[config.mk]
export PLATFORM = sky130hd
export DESIGN_NAME = sw_debounce_sb_ctrl
export DESIGN_NICKNAME = d
export VERILOG_FILES = /design/src/rtl/sw_debounce_sb_ctrl.sv
export SDC_FILE = /design/constraint.sdc
export NUM_CORES = 1
export LEC_CHECK = 0
export ABC_AREA = 1
export CORE_UTILIZATION = 62
export DETAILED_ROUTE_END_ITERATION = 6
export GPL_ROUTABILITY_DRIVEN = 1
export GPL_TIMING_DRIVEN = 0
export MAX_ROUTING_LAYER = met4
export PLACE_DENSITY_LB_ADDON = 0.3
export SETUP_SLACK_MARGIN = 0.2
export SLEW_MARGIN = 20
export SYNTH_ARGS = -nofsm -noshare
export SYNTH_HDL_FRONTEND = slang
export SYNTH_SLANG_ARGS = --single-unit
[constraint.sdc]
create_clock -name clk_i -period 4.1 [get_ports clk_i]
set_input_delay 1.025 -clock clk_i [delete_from_list [all_inputs] [get_ports clk_i]]
set_output_delay 1.025 -clock clk_i [all_outputs]
set_load 0.01 [all_outputs]
[src/rtl/sw_debounce_sb_ctrl.sv]
// ---------------------------------------------------------------------------
// sw_debounce_sb_ctrl
//
// Switch-input peripheral for the system bus. Each of the SW_WIDTH raw switch
// lines is brought into the clk_i domain through a two-flop synchroniser and
// then debounced. A debounced bit changes only after the synchronised input
// has disagreed with it for DEBOUNCE_CYCLES consecutive cycles. Every change
// of a debounced bit latches a per-bit change flag. A maskable, registered
// level interrupt request is raised from those flags. The interrupt
// controller's return pulse clears every flag whose mask bit is set.
//
// Register map (byte offset = addr_i[7:0]):
//   0x00 VALUE  RO   debounced switch levels, zero-extended
//   0x04 FLAGS  R/W1C change flags
//   0x08 MASK   RW   interrupt mask
//   0x0C EDGE   RW   edge select (only with SW_SB_EDGE_SEL_EN defined)
//   0x24 RESET  WO   writing 1 performs a soft reset; reads return 0
//
// Optional feature macro: SW_SB_EDGE_SEL_EN
//   When defined, EDGE[i] = 1 lets only rising transitions of the debounced
//   bit set flags[i]. When EDGE[i] = 0, both directions set it. When the macro
//   is undefined, 0x0C behaves like an unmapped offset.
//
// Ports:
//   clk_i               system clock, rising edge
//   rst_i               synchronous active-high reset
//   req_i               bus request (already decoded for this peripheral)
//   WE_i                1 = write, 0 = read
//   addr_i              byte address, only [7:0] decoded
//   WD_i                write data
//   RD_o                registered read data
//   sw_i                raw asynchronous switch levels
//   interrupt_request_o level interrupt request
//   interrupt_return_i  one-cycle pulse when the handler returns
// ---------------------------------------------------------------------------
module sw_debounce_sb_ctrl #(
  parameter int SW_WIDTH        = 16,
  parameter int DEBOUNCE_CYCLES = 1000
) (
  input  logic                clk_i,
  input  logic                rst_i,
  input  logic                req_i,
  input  logic                WE_i,
  input  logic [31:0]         addr_i,
  input  logic [31:0]         WD_i,
  output logic [31:0]         RD_o,
  input  logic [SW_WIDTH-1:0] sw_i,
  output logic                interrupt_request_o,
  input  logic                interrupt_return_i
);

  localparam int CW = $clog2(DEBOUNCE_CYCLES);
  localparam logic [CW-1:0] CNT_LAST = CW'(DEBOUNCE_CYCLES - 1);

  localparam logic [7:0] OFS_VALUE = 8'h00;
  localparam logic [7:0] OFS_FLAGS = 8'h04;
  localparam logic [7:0] OFS_MASK  = 8'h08;
  localparam logic [7:0] OFS_EDGE  = 8'h0C;
  localparam logic [7:0] OFS_RESET = 8'h24;

  logic [SW_WIDTH-1:0] sync1;
  logic [SW_WIDTH-1:0] sync2;
  logic [SW_WIDTH-1:0] stable;
  logic [SW_WIDTH-1:0] flags;
  logic [SW_WIDTH-1:0] mask;
  logic [CW-1:0]       cnt [SW_WIDTH];

  logic [SW_WIDTH-1:0] toggle;
  logic [SW_WIDTH-1:0] flag_set;
  logic [SW_WIDTH-1:0] flag_clr;
  logic [SW_WIDTH-1:0] wr_data;
  logic [7:0]          offset;
  logic                rd_en;
  logic                wr_en;
  logic                soft_rst;
  logic [31:0]         rd_value;
  logic                unused_addr;

  assign offset      = addr_i[7:0];
  assign wr_data     = WD_i[SW_WIDTH-1:0];
  assign rd_en       = req_i && !WE_i;
  assign wr_en       = req_i && WE_i;
  assign soft_rst    = wr_en && (offset == OFS_RESET) && (WD_i == 32'd1);
  assign unused_addr = ^addr_i[31:8];

  // A debounced bit flips on the edge where its counter has already reached
  // the last count and the synchronised input still disagrees with it.
  always_comb begin
    toggle = '0;
    for (int i = 0; i < SW_WIDTH; i++) begin
      toggle[i] = (sync2[i] != stable[i]) && (cnt[i] == CNT_LAST);
    end
  end

`ifdef SW_SB_EDGE_SEL_EN
  logic [SW_WIDTH-1:0] edge_sel;

  // Edge-selected bits only flag rising transitions. A toggling bit that is
  // currently 0 is about to rise.
  assign flag_set = toggle & (~edge_sel | ~stable);

  // The edge-select register shares the reset and write timing of MASK.
  always_ff @(posedge clk_i) begin
    if (rst_i || soft_rst) begin
      edge_sel <= '0;
    end else if (wr_en && (offset == OFS_EDGE)) begin
      edge_sel <= wr_data;
    end
  end
`else
  assign flag_set = toggle;
`endif

  // Flags are cleared by a W1C write to FLAGS and by the interrupt return.
  // The return uses the mask register as it stands before any write in the
  // same cycle.
  always_comb begin
    flag_clr = '0;
    if (wr_en && (offset == OFS_FLAGS)) begin
      flag_clr = flag_clr | wr_data;
    end
    if (interrupt_return_i) begin
      flag_clr = flag_clr | mask;
    end
  end

  // Read multiplexer. Unmapped offsets, including RESET, read as zero.
  always_comb begin
    rd_value = 32'd0;
    case (offset)
      OFS_VALUE: rd_value = 32'(stable);
      OFS_FLAGS: rd_value = 32'(flags);
      OFS_MASK:  rd_value = 32'(mask);
`ifdef SW_SB_EDGE_SEL_EN
      OFS_EDGE:  rd_value = 32'(edge_sel);
`endif
      default:   rd_value = 32'd0;
    endcase
  end

  // Main state: the synchroniser, debounce counters, stable levels, flags,
  // mask, read data and interrupt request. A hard or soft reset returns all
  // of it to zero. Because the synchroniser also clears, switches held high
  // through reset are debounced again from scratch.
  always_ff @(posedge clk_i) begin
    if (rst_i || soft_rst) begin
      sync1               <= '0;
      sync2               <= '0;
      stable              <= '0;
      flags               <= '0;
      mask                <= '0;
      RD_o                <= 32'd0;
      interrupt_request_o <= 1'b0;
      for (int i = 0; i < SW_WIDTH; i++) begin
        cnt[i] <= '0;
      end
    end else begin
      sync1  <= sw_i;
      sync2  <= sync1;
      stable <= stable ^ toggle;
      for (int i = 0; i < SW_WIDTH; i++) begin
        if ((sync2[i] == stable[i]) || toggle[i]) begin
          cnt[i] <= '0;
        end else begin
          cnt[i] <= cnt[i] + 1'b1;
        end
      end
      // A flag set in the same cycle as a clear wins.
      flags <= (flags & ~flag_clr) | flag_set;
      if (wr_en && (offset == OFS_MASK)) begin
        mask <= wr_data;
      end
      if (rd_en) begin
        RD_o <= rd_value;
      end
      interrupt_request_o <= |(flags & mask);
    end
  end

endmodule

==> impl_metrics.csv <==
group,metric,value,unit
outcome,status,"finished with violations",
outcome,failed_checks,"DRC",
cts,clk_pin_slew,60,ps
placement,dp_hpwl,20300,um
synthesis,ys.flop_type,"sky130_fd_sc_hd__edfxtp_1",
route,postRouteAntennaNets,0,
power_and_ir_drop,worst_ir_drop_vdd,0.380,mV
sta,final-setup-viol-count,0,
sta,timing.fmax,0.324,GHz
synthesis,synth_edf_count,160,
sta,timing.max_slew.rel_slack,0.508,
sta,final_period_minus_worst_setup_slack,3080,ps
cts,cts-root-buf,"sky130_fd_sc_hd__clkbuf_16",
global_routing,grt_start_max_net_pins,14,
global_routing,grt_remaining_overflow,0,
route,totalWireLength,28600,um
global_routing,first_global_vias,10342,
critical_path,worstSetupStartpointType,"primary input",
global_routing,grt_pass1_wl,47000,um
layout,drive_above_1_share,0.0528,
layout,multi_input_gate_area_in_the_final_layout,5780,um2
synthesis,netlist_instances,1462,
synthesis,synth_cell_type_count,34,
synthesis,proportion_of_synthesized_chip_area_in_sequential_cells,0.529,
sta,tightestPinTransition,735,ps
sta,timing_hold_violations_final,0,
sta,timing_max_transition_violations_final,0,
cts,hold_buffers,0,
placement,port_buffers,77,
critical_path,critical_path_required,4380,ps
cts,cts_buffers,27,
global_routing,grt_antenna_before_repair,1,
global_routing,grtUsageTotal,0.285,
synthesis,synth-async-reset-ratio,0,
die,core.rowCount,52,
die,die_h,145,um
placement,gp_congestion,0.919,
synthesis,post_synth.cell_area_avg,8.72,um2
sta,timing.setup.tns,0,ps
critical_path,setup.worst_path.class,"in2reg",
cts,clkLatencyLatePin,540,ps
route,post-route-drc-count,1,
sta,final_critical_path_setup_slack,1020,ps
die,io_pins,118,
cts,cts_tree,"built",
synthesis,yosys_warnings,0,
route,per_cell_routed_wire_length,14.1,um
critical_path,critical_path_arrival,3370,ps
flow_run,drv.max_cap_violation_count,0,
synthesis,post_synthesis_register_bit_count,257,
layout,finish.net_count,1843,
cts,clock-sinks,257,
die,placeableCoreArea,20200,um2
critical_path,worst-path-max-fanout,10,
min_path,hold_path.class,"reg2reg",
cts,ctsHtreeMaxLevel,1,
power_and_ir_drop,total_leakage_power,6.31,nW
route,vias_per_cell,5.06,
route,detailedRoute.firstIterationViolations,848,
layout,num-fill-cells,1430,
power_and_ir_drop,power_density,363,nW/um2
critical_path,worstSetupEndpointType,"flip-flop",
cts,cts_setup_buffers,0,
cts,clock_path_buffers,3,
cts,cts-resized-gates,0,
sta,final.period_utilization,0.752,
die,floorplan.initialDensity,0.632,
die,dieArea,21100,um2
route,first_pass_iters,7,
layout,syn_to_final_growth,20.5,%
sta,clock-skew-final,12.9,ps
layout,area.sequential,6750,um2
synthesis,synthesis.area,12700,um2
route,number_of_vias_in_the_routed_layout,10298,
die,dieWidth,145,um
sta,rsz0062_at_grt,"false",
placement,setup_slack_after_placement,501,ps
-- synthesized netlist by cell type (all sizes together), types with 21 or more instances --
cell	count	share of area
nor2	297	0.088
edfxtp	160	0.38
nand4	34	0.017
nand2	267	0.079
dfxtp	97	0.15
inv	165	0.049
xnor2	46	0.032
a21oi	68	0.027
nand3	127	0.054
buf	32	0.018
nor3	21	0.0086
xor2	90	0.062
-- final timing paths --
check          endpoint        from  slack, ps  cells past startpoint
max          cnt[1][58]   addr_i[2]       1020                      9
min           sync2[15]   sync1[15]        410                      2
max reg2reg  cnt[1][29]  cnt[1][24]       2210                      6
min reg2reg   sync2[15]   sync1[15]        410                      2
-- layout by cell type (no fill, tap or decap), types with 17 or more instances in the layout --
| cell type | count |
|---|---|
| sky130_fd_sc_hd__dfxtp_1 | 97 |
| sky130_fd_sc_hd__conb_1 | 176 |
| sky130_fd_sc_hd__buf_4 | 17 |
| sky130_fd_sc_hd__clkdlybuf4s50_1 | 77 |
| sky130_fd_sc_hd__inv_1 | 162 |
| sky130_fd_sc_hd__nand2_1 | 266 |
| sky130_fd_sc_hd__xor2_1 | 90 |
| sky130_fd_sc_hd__nor3_1 | 20 |
| sky130_fd_sc_hd__nand4_1 | 33 |
| sky130_fd_sc_hd__nand3_1 | 116 |
| sky130_fd_sc_hd__edfxtp_1 | 160 |
| sky130_fd_sc_hd__clkbuf_16 | 27 |
| sky130_fd_sc_hd__nor2_1 | 294 |
| sky130_fd_sc_hd__a21oi_1 | 68 |
| sky130_fd_sc_hd__xnor2_1 | 46 |
-- critical path: stages --
cell and delay (ps):
sky130_fd_sc_hd__clkdlybuf4s50_1 560, sky130_fd_sc_hd__nand2_1 120, sky130_fd_sc_hd__nor2_4 370, sky130_fd_sc_hd__nand2_1 100, sky130_fd_sc_hd__nor2_1 200, sky130_fd_sc_hd__nand3_2 280
sky130_fd_sc_hd__buf_2 370, sky130_fd_sc_hd__nand3_2 240, sky130_fd_sc_hd__nor2_1 90
-- report_power, final --
part / switching, mW / internal [mW] / leakage [nW]
clock: 0.996 / 1.34 / 0.422
combinational: 0.199 / 0.138 / 3.45
sequential: 0.0665 / 2.83 / 2.44
-- flip-flops by register name (all words and copies together) (netlist names), named ones only --
signal               count
cnt                    160
sync2                   16
sync1                   16
flags                   16
RD_o                    16
mask                    16
interrupt_request_o      1
-- routing by layer --
layer	track usage	vias to the layer above	part of all wire
met5	-	-	0
li1	-	5103	-
met4	0.135	0	0.044
met3	0.0524	92	0.079
met1	0.322	4717	0.39
met2	0.491	386	0.49
-- area by class of cell --
class / instances / share of cell area
sequential: 257 / 0.439
multi-input combinational: 1175 / 0.376
clock buffer: 43 / 0.0525
timing repair buffer: 77 / 0.0502
inverter: 166 / 0.0406
tap: 270 / 0.0220
buffer: 38 / 0.0163
clock inverter: 7 / 0.00277
antenna: 1 / 0.000163
-- logic make-up after synthesis --
family | synth area share
and+or+nand+nor | 0.254
DFF | 0.529
buffers and inverters | 0.0685
xor gates and xnor gates | 0.0935
AOI/OAI and AO/OA | 0.0380
adders and majority gates | 0.0157
other | 0.000589
-- through the flow --
step	std cells	instance area (um2)	util	hold slack, ps	power, mW
global placement	1983	14500	0.719	395	3.26
floorplan	1636	13400	-	394	3.14
CTS	2033	15400	0.761	410	5.58
finish	2034	15400	0.761	408	5.57
global route	2034	15400	0.761	425	5.74
detailed placement	1983	14500	0.719	399	3.27
Note: power is estimated with default switching activity, not from simulation.
